===== src/rtl/fifo_pkg.sv =====
// Shared definitions for the synchronous FIFO.
//   DEFAULT_WIDTH / DEFAULT_DEPTH : default data width and entry count
//   clog2()                       : ceiling log2, used to size pointers and the occupancy counter
package fifo_pkg;

    localparam int DEFAULT_WIDTH = 32;
    localparam int DEFAULT_DEPTH = 8;

    // Ceiling log2; clog2(1) = 0, clog2(8) = 3.
    function automatic int clog2(input int value);
        int r;
        int v;
        r = 0;
        v = value - 1;
        while (v > 0) begin
            r = r + 1;
            v = v >> 1;
        end
        return r;
    endfunction

endpackage


===== src/rtl/fifo_mem.sv =====
// Storage array for the synchronous FIFO: DEPTH x WIDTH, one write port and
// one registered read port.
//   Clk      : clock
//   Rst      : asynchronous active-high reset (clears the read register only)
//   wr_en_i  : write strobe, wr_data_i stored at wr_addr_i
//   rd_en_i  : read strobe, rd_data_o loads entry rd_addr_i, otherwise holds
//   rd_data_o: registered read data
module fifo_mem
    import fifo_pkg::*;
#(
    parameter int WIDTH = DEFAULT_WIDTH,
    parameter int DEPTH = DEFAULT_DEPTH
) (
    input  logic                     Clk,
    input  logic                     Rst,
    input  logic                     wr_en_i,
    input  logic [clog2(DEPTH)-1:0]  wr_addr_i,
    input  logic [WIDTH-1:0]         wr_data_i,
    input  logic                     rd_en_i,
    input  logic [clog2(DEPTH)-1:0]  rd_addr_i,
    output logic [WIDTH-1:0]         rd_data_o
);

    logic [WIDTH-1:0] mem_q [DEPTH];
    logic [WIDTH-1:0] rd_data_q;

    // The array itself is never reset; only the pointers decide what is valid.
    always_ff @(posedge Clk) begin
        if (wr_en_i) begin
            mem_q[wr_addr_i] <= wr_data_i;
        end
    end

    // Reading and writing the same entry in one cycle returns the old contents,
    // which is what keeps order intact when a full FIFO reads and writes together.
    always_ff @(posedge Clk or posedge Rst) begin
        if (Rst) begin
            rd_data_q <= '0;
        end else if (rd_en_i) begin
            rd_data_q <= mem_q[rd_addr_i];
        end
    end

    assign rd_data_o = rd_data_q;

endmodule


===== src/rtl/fifo_sync_param.sv =====
// Parameterised single-clock FIFO with occupancy count, status and sticky
// error flags. Storage lives in fifo_mem; pointers, count and flags live here.
//   Clk, Rst          : clock, asynchronous active-high reset
//   EN                : global enable, 0 freezes everything (RD, WR, CLR ignored)
//   CLR               : synchronous flush of pointers, count and sticky flags
//   WR, dataIn        : write request and data
//   RD, dataOut       : read request, registered read data (1-cycle latency)
//   EMPTY, FULL, ALMOST_EMPTY, ALMOST_FULL : status derived from COUNT
//   COUNT             : current occupancy, 0..DEPTH
//   OVERFLOW, UNDERFLOW : sticky flags for rejected writes / reads
module fifo_sync_param
    import fifo_pkg::*;
#(
    parameter int WIDTH    = DEFAULT_WIDTH,
    parameter int DEPTH    = DEFAULT_DEPTH,
    parameter int AF_LEVEL = DEPTH - 2,
    parameter int AE_LEVEL = 1
) (
    input  logic                   Clk,
    input  logic                   Rst,
    input  logic                   EN,
    input  logic                   CLR,
    input  logic                   WR,
    input  logic [WIDTH-1:0]       dataIn,
    input  logic                   RD,
    output logic [WIDTH-1:0]       dataOut,
    output logic                   EMPTY,
    output logic                   FULL,
    output logic                   ALMOST_EMPTY,
    output logic                   ALMOST_FULL,
    output logic [clog2(DEPTH):0]  COUNT,
    output logic                   OVERFLOW,
    output logic                   UNDERFLOW
);

    localparam int AW = clog2(DEPTH);
    localparam int CW = AW + 1;

    logic [AW-1:0] wr_ptr_q, wr_ptr_d;
    logic [AW-1:0] rd_ptr_q, rd_ptr_d;
    logic [CW-1:0] count_q, count_d;
    logic          ovf_q, ovf_d;
    logic          udf_q, udf_d;

    logic          empty, full;
    logic          clr_acc, rd_acc, wr_acc;

    assign empty = (count_q == '0);
    assign full  = (count_q == CW'(DEPTH));

    // CLR wins over RD/WR in the same cycle. A read on an empty FIFO is never
    // accepted, so a simultaneous write lands without falling through to
    // dataOut. On a full FIFO a simultaneous read frees the slot the write needs.
    assign clr_acc = EN & CLR;
    assign rd_acc  = EN & ~CLR & RD & ~empty;
    assign wr_acc  = EN & ~CLR & WR & (~full | rd_acc);

    always_comb begin
        wr_ptr_d = wr_ptr_q;
        rd_ptr_d = rd_ptr_q;
        count_d  = count_q;
        ovf_d    = ovf_q;
        udf_d    = udf_q;
        if (clr_acc) begin
            wr_ptr_d = '0;
            rd_ptr_d = '0;
            count_d  = '0;
            ovf_d    = 1'b0;
            udf_d    = 1'b0;
        end else if (EN) begin
            // Pointers are exactly log2(DEPTH) bits, so +1 wraps modulo DEPTH.
            if (wr_acc) begin
                wr_ptr_d = wr_ptr_q + AW'(1);
            end
            if (rd_acc) begin
                rd_ptr_d = rd_ptr_q + AW'(1);
            end
            case ({wr_acc, rd_acc})
                2'b10:   count_d = count_q + CW'(1);
                2'b01:   count_d = count_q - CW'(1);
                default: count_d = count_q;
            endcase
            if (WR && !wr_acc) begin
                ovf_d = 1'b1;
            end
            if (RD && empty) begin
                udf_d = 1'b1;
            end
        end
    end

    always_ff @(posedge Clk or posedge Rst) begin
        if (Rst) begin
            wr_ptr_q <= '0;
            rd_ptr_q <= '0;
            count_q  <= '0;
            ovf_q    <= 1'b0;
            udf_q    <= 1'b0;
        end else begin
            wr_ptr_q <= wr_ptr_d;
            rd_ptr_q <= rd_ptr_d;
            count_q  <= count_d;
            ovf_q    <= ovf_d;
            udf_q    <= udf_d;
        end
    end

    fifo_mem #(
        .WIDTH (WIDTH),
        .DEPTH (DEPTH)
    ) u_mem (
        .Clk       (Clk),
        .Rst       (Rst),
        .wr_en_i   (wr_acc),
        .wr_addr_i (wr_ptr_q),
        .wr_data_i (dataIn),
        .rd_en_i   (rd_acc),
        .rd_addr_i (rd_ptr_q),
        .rd_data_o (dataOut)
    );

    // Status is a pure decode of the registered count, so it follows reset at once.
    assign COUNT        = count_q;
    assign EMPTY        = empty;
    assign FULL         = full;
    assign ALMOST_FULL  = (count_q >= CW'(AF_LEVEL));
    assign ALMOST_EMPTY = (count_q <= CW'(AE_LEVEL));
    assign OVERFLOW     = ovf_q;
    assign UNDERFLOW    = udf_q;

endmodule


===== config.mk =====
export PLATFORM = sky130hd
export DESIGN_NAME = fifo_sync_param
export DESIGN_NICKNAME = d
export VERILOG_FILES = /design/src/rtl/fifo_pkg.sv /design/src/rtl/fifo_mem.sv /design/src/rtl/fifo_sync_param.sv
export SDC_FILE = /design/constraint.sdc
export NUM_CORES = 1
export LEC_CHECK = 0
export BUFFER_PORTS_ARGS = -buffer_cell sky130_fd_sc_hd__buf_2
export CAP_MARGIN = 20
export CORE_ASPECT_RATIO = 0.6
export CORE_MARGIN = 2
export CORE_UTILIZATION = 45
export DETAILED_ROUTE_END_ITERATION = 10
export SYNTH_ARGS = -nofsm -noshare
export SYNTH_HDL_FRONTEND = slang
export SYNTH_SLANG_ARGS = --single-unit

===== constraint.sdc =====
create_clock -name Clk -period 11.3 [get_ports Clk]
set_clock_uncertainty 0.15 [all_clocks]
set_input_delay 3.39 -clock Clk [delete_from_list [all_inputs] [get_ports Clk]]
set_output_delay 3.39 -clock Clk [all_outputs]
set_load 0.01 [all_outputs]

=== Yosys cells after proc, flatten, opt, wreduce, memory -nomap -nowiden ===
Memory sizes are Yosys's and may differ from the RTL's. A register that Yosys moved wholly into a read port is not among the register bits.
Cells that the tools add are included.

* Flip-flop bits (word level): 12
* RAM bits: 256
* Input bits: 38
* Output and inout port bits: 42
* Logic and storage cells: 57
* Memories: 1

* Add/sub/neg operators: 4
* Order comparisons: 2
* Eq/ne operators: 3
* Muxes and demuxes: 17
* Bitwise logic cells: 10
* Reduce and logical (&&, ||, !) cells: 15

{| class="wikitable"
|+ Memories
! name !! words !! width !! rd ports !! clocked after memory_dff !! wr ports !! RTL line !! source
|-
| u_mem.mem_q || 8 || 32 || 1 || 1 || 1 || fifo_mem.sv:24 || <nowiki>logic [WIDTH-1:0] mem_q [DEPTH];</nowiki>
|}

{| class="wikitable"
|+ Operator list
! kind !! number
|-
| 3-bit two-way mux || 6
|-
| 2-bit AND reduction || 5
|-
| 2-bit nonzero test || 5
|-
| 1-bit two-way mux || 8
|-
| 4-bit two-way mux || 2
|-
| 4-bit one-hot mux with 2 select lines || 1
|-
| 3-bit by 1-bit adder with 3-bit output (second input constant) || 2
|-
| 1-bit bitwise AND || 6
|-
| 4-bit by 1-bit adder with 4-bit output (second input constant) || 1
|-
| 4-bit equality test (second input constant) || 1
|-
| 4-bit by 3-bit greater-or-equal comparator with 1-bit output (second input constant) || 1
|-
| 4-bit by 1-bit <= comparator with 1-bit output (second input constant) || 1
|-
| 4-bit zero test || 1
|-
| 4-bit by 1-bit subtractor with 4-bit output (second input constant) || 1
|-
| 1-bit inverter || 3
|-
| 3-bit nonzero test || 1
|-
| 2-bit by 1-bit equality test with 1-bit output (second input constant) || 1
|-
| 2-bit equality test (second input constant) || 1
|-
| 1-bit logical AND || 2
|-
| 1-bit zero test || 1
|-
| 1-bit bitwise OR || 1
|}

=== Longest topological paths before layout ===
* Depth in word-level cells: 11
* Depth in mapped cells: 8
* Gate-level depth less buffers: 7

=== Modules after synthesis ===
A second synthesis with hierarchy kept.

* Cells, all modules: 720
* Area total of the unflattened synthesis: 12062.8 um^2

{| class="wikitable"
|+ Modules (own cells, without submodules)
! module !! times used !! cells each !! area an instance (um^2) !! sequential area each (um^2)
|-
| fifo_mem || 1 || 636 || 11264.6 || 8488.1
|-
| fifo_sync_param || 1 || 84 || 798.3 || 300.3
|}

=== Worst setup path after synthesis ===
OpenSTA, ideal clock, no wires.

* Path kind: input-to-reg
* Start: input port RD
* End: memory u_mem.mem_q[0][0] (netlist name), enable pin
* Setup time: 461 ps
* Arrival: 6428 ps
* Data required time: 10689 ps
* Setup slack: 4261 ps
* Cell stages on the path: 4
* Buffers on the path: 0
* Cell sequence: and4bb_1 > or2_1 > or3_1 > nor3_1

* Longest elaborated chain between the ends: 6

{| class="wikitable"
|+ RTL lines
! element !! RTL line !! source
|-
| from (decl) || fifo_sync_param.sv:25 || <nowiki>input logic RD,</nowiki>
|-
| 1-bit bitwise AND (2 in a row) || fifo_sync_param.sv:55 || <nowiki>assign rd_acc = EN & ~CLR & RD & ~empty;</nowiki>
|-
| 1-bit bitwise OR || fifo_sync_param.sv:56 || <nowiki>assign wr_acc = EN & ~CLR & WR & (~full | rd_acc);</nowiki>
|-
| 1-bit bitwise AND || fifo_sync_param.sv:56 ||
|-
| 1-bit two-way mux || fifo_mem.sv:29 || <nowiki>if (wr_en_i) begin</nowiki>
|-
| 1-bit two-way mux (not written as such) || fifo_mem.sv:30 || <nowiki>mem_q[wr_addr_i] <= wr_data_i;</nowiki>
|-
| to (decl) || fifo_mem.sv:24 ||
|}

No other way between the ends.

=== Final worst setup path ===
* Start: register count_q[0], in the netlist COUNT[0]
* End: output port EMPTY

* Longest elaborated chain between the ends: 1

{| class="wikitable"
|+ RTL lines
! element !! RTL line !! source
|-
| from (decl) || fifo_sync_param.sv:41 || <nowiki>logic [CW-1:0] count_q, count_d;</nowiki>
|-
| from (signal assigned) || fifo_sync_param.sv:102 || <nowiki>count_q <= count_d;</nowiki>
|-
| 4-bit zero test || fifo_sync_param.sv:48 || <nowiki>assign empty = (count_q == '0);</nowiki>
|-
| to (decl) || fifo_sync_param.sv:27 || <nowiki>output logic EMPTY,</nowiki>
|}

No other way between the ends.

==> results.py <==
metrics = {
    "grt": {
        "use_met3_pct": 3.111,
        "top_usage_layer": "met2",
        "grt_util_met1_pct": 25.39,
        "antenna_found_initial": 1,
        "grt_overflow": 0,
        "grt_use_total_pct": 16.83,
        "grt_pass1_wl_mm": 33.86,
        "grt_max_degree": 45,
        "grt.met2_usage_pct": 25.86,
        "grt_pass1_vias": 5622,
    },
    "timing": {
        "fin_setup_tns_ns": 0,
        "min_period_ns": 5.668,
        "rsz0062_at_grt": "false",
        "max_freq_mhz": 176.4,
        "fin_ws_ns": 5.632,
        "max_slew_margin_pct": 25.97,
        "hold_violations": 0,
        "slew_viol_final": 0,
        "tightest_slew_ns": 1.108,
        "final.period_utilization_pct": 50.16,
        "setup_viol": 0,
    },
    "yosys": {
        "synth_nets": 625,
        "ys_seq_elements": 300,
        "ys_seq_area_share_pct": 76.04,
        "synth-main-ff-cell": "edfxtp_1",
        "synth_edf_count": 256,
        "synth_cell_types": 43,
        "yosys_warnings": 0,
        "async_flop_share_pct": 14.67,
        "syn_area_sq_um": 11560,
        "netlist_instances": 580,
        "avgSynthCellArea_sq_um": 19.93,
    },
    "cts": {
        "cts_root_buf": "clkbuf_16",
        "clockBufferDepth": 3,
        "cts_sinks": 300,
        "ctsResizeCount": 0,
        "cts_setup_buffers": 0,
        "numCtsBuffers": 27,
        "cts_hold_buf": 0,
        "h-tree-depth": 1,
        "cts_tree": "yes",
        "clk_pin_slew_ns": 0.06,
        "insertion_delay_ns": 0.55,
    },
    "critical_path": {
        "slowest_stage": "dfrtp_1",
        "start_kind": "flop",
        "cp-startpoint": "COUNT[0]",
        "reg2reg_slack_ns": 8.03,
        "crit_path_end_kind": "primary output",
        "crit_arrival_ns": 2.13,
        "slowest_delay_ns": 0.48,
        "worst_r2r_startpoint": "COUNT[0]",
        "path_cells": "inv_1, ha_1, or3b_4, inv_4, buf_2",
        "cp.required_ns": 7.76,
        "reg2reg_to": "u_mem.mem_q[5][11]",
        "path_class": "flop to primary output",
        "critPathTopFamily": "flip-flops",
        "reg2reg_depth": 6,
        "critPathMaxFanout": 9,
        "path_buf_inv": 3,
    },
    "final_layout": {
        "fin_nets": 716,
        "final_common_cell": "edfxtp_1",
        "drive_gt1_share_pct": 30.49,
        "finalNonFillerCells": 1022,
        "layout-area-overhead-vs-synth_pct": 14.73,
        "mostFrequentLayoutCells": "edfxtp_1, buf_2, mux4_2",
    },
    "routing": {
        "drc": 0,
        "first_pass_iters": 5,
        "wl_mm": 22.19,
        "drt-initial-drc-count": 413,
        "postRouteAntennaNets": 0,
        "via_per_inst": 5.431,
        "wl_per_cell_microns": 21.71,
        "vias": 5550,
    },
    "run": {
        "maxCapViolCount": 0,
    },
    "power_and_ir_drop": {
        "p_per_area_nw_per_um2": 190.6,
        "irDropWorstVdd_mv": 0.1138,
        "p_clk_share_pct": 33.9,
        "leakagePower_uw": 0.004429,
        "power_frac_comb_pct": 13.2,
        "sw_frac_of_total_pct": 24.57,
        "total_power_uw": 2527,
        "p_int_uw": 1906,
        "switchingPower_uw": 620.9,
        "pwr-share-seq_pct": 52.9,
    },
    "floorplanning": {
        "die_area_sq_um": 27020,
        "die_w_microns": 210.9,
        "core_area_sq_um": 25280,
        "pin_count": 80,
        "num_rows": 45,
        "start_util_pct": 45.72,
        "die_h_microns": 128.1,
    },
    "placement": {
        "place_inst": 969,
        "place_congestion": 0.8453,
        "io_buffers": 79,
        "dp_hpwl_mm": 12.84,
        "post-place-ws_ns": 5.316,
    },
    "hold_path": {
        "hp-start": "u_mem.rd_data_o[11]",
        "hold_depth": 2,
        "hp-class": "flop to flop",
        "min_to": "u_mem.rd_data_o[11]",
    },
    "outcome": {
        "status": "complete, no violations",
    },
}
## synthesized netlist by cell type (7+ instances only)
cell type | count | area (sq um)
buf_2 | 8 | 40.04
clkbuf_1 | 15 | 56.30
dfrtp_1 | 44 | 1101
edfxtp_1 | 256 | 7687
ha_1 | 7 | 87.58
inv_1 | 7 | 26.28
mux2i_1 | 33 | 330.3
mux4_2 | 64 | 1441
nand2_1 | 39 | 146.4
nor2_1 | 17 | 63.81
o21ai_0 | 11 | 55.05
o21ai_1 | 26 | 130.1
## final cells by class
class                   instances  area [sq um]
multi-input cells             244          2668
inverters                       8         32.53
fillers                      2023         12020
clock inverters                11         62.56
clock buffers                  39         760.7
flip-flops and latches        300          8795
well taps                     329         411.6
diodes                          1         2.502
repair buffers                 90         528.0
## flip-flops by register name, summed over array words and instances (netlist names)
signal and count:
OVERFLOW 1, rd_ptr_q 3, u_mem.rd_data_o 32, COUNT 4
u_mem.mem_q 256, wr_ptr_q 3, UNDERFLOW 1
## worst min-delay path, delay by kind of cell (launching register included)
kind,cells,cell delay (ns)
simple gates,1,0.04
compound gates,1,0.06
flops,1,0.34
## kinds of logic after synthesis
kind of cell             after synthesis  share of synthesized area [%]
AO/OA/AOI/OAI                         50                          2.598
XOR/XNOR                               3                         0.2274
adder cells (fa/ha/maj)                7                         0.7578
buffers and inverters                 36                          1.375
flip-flops                           300                          76.04
multiplexers                          97                          15.33
AND/OR/NAND/NOR                       87                          3.670
## metrics by stage
| stage | cell area (sq um) | utilization [%] | hold WS [ns] |
|---|---|---|---|
| floorplan | 11560 | - | 0.3662 |
| global placement | 12350 | 48.87 | 0.3129 |
| detailed placement | 12390 | 49.03 | 0.3205 |
| CTS | 13220 | 52.28 | 0.3351 |
| global route | 13260 | 52.45 | 0.3483 |
| finish | 13260 | 52.45 | 0.3252 |
## metal layers
metal / wire [microns] / share of wire, %
met5: 0 / 0
met4: 360 / 1.6
met3: 972 / 4.4
met2: 10070 / 45
met1: 10790 / 49
## power groups by stage
stage	sequential, uW	clock, uW	combinational (uW)
4_1_cts	1340	880	339
5_1_grt	1350	923	369
6_report	1340	857	333
3_3_place_gp	1360	0	335
2_1_floorplan	1360	0	202
3_5_place_dp	1360	0	337
## worst max path at each step
stage | endpoint | slack [ns] | depth (start not counted)
after global routing | EMPTY | 5.53 | 5
after detailed placement | u_mem.mem_q[4][13] | 5.32 | 5
after CTS | EMPTY | 5.63 | 5
after floorplan | u_mem.mem_q[0][0] | 4.26 | 4
after global placement | u_mem.mem_q[2][7] | 5.33 | 5
final | EMPTY | 5.63 | 5
Note: power is estimated with default switching activity, not from simulation.
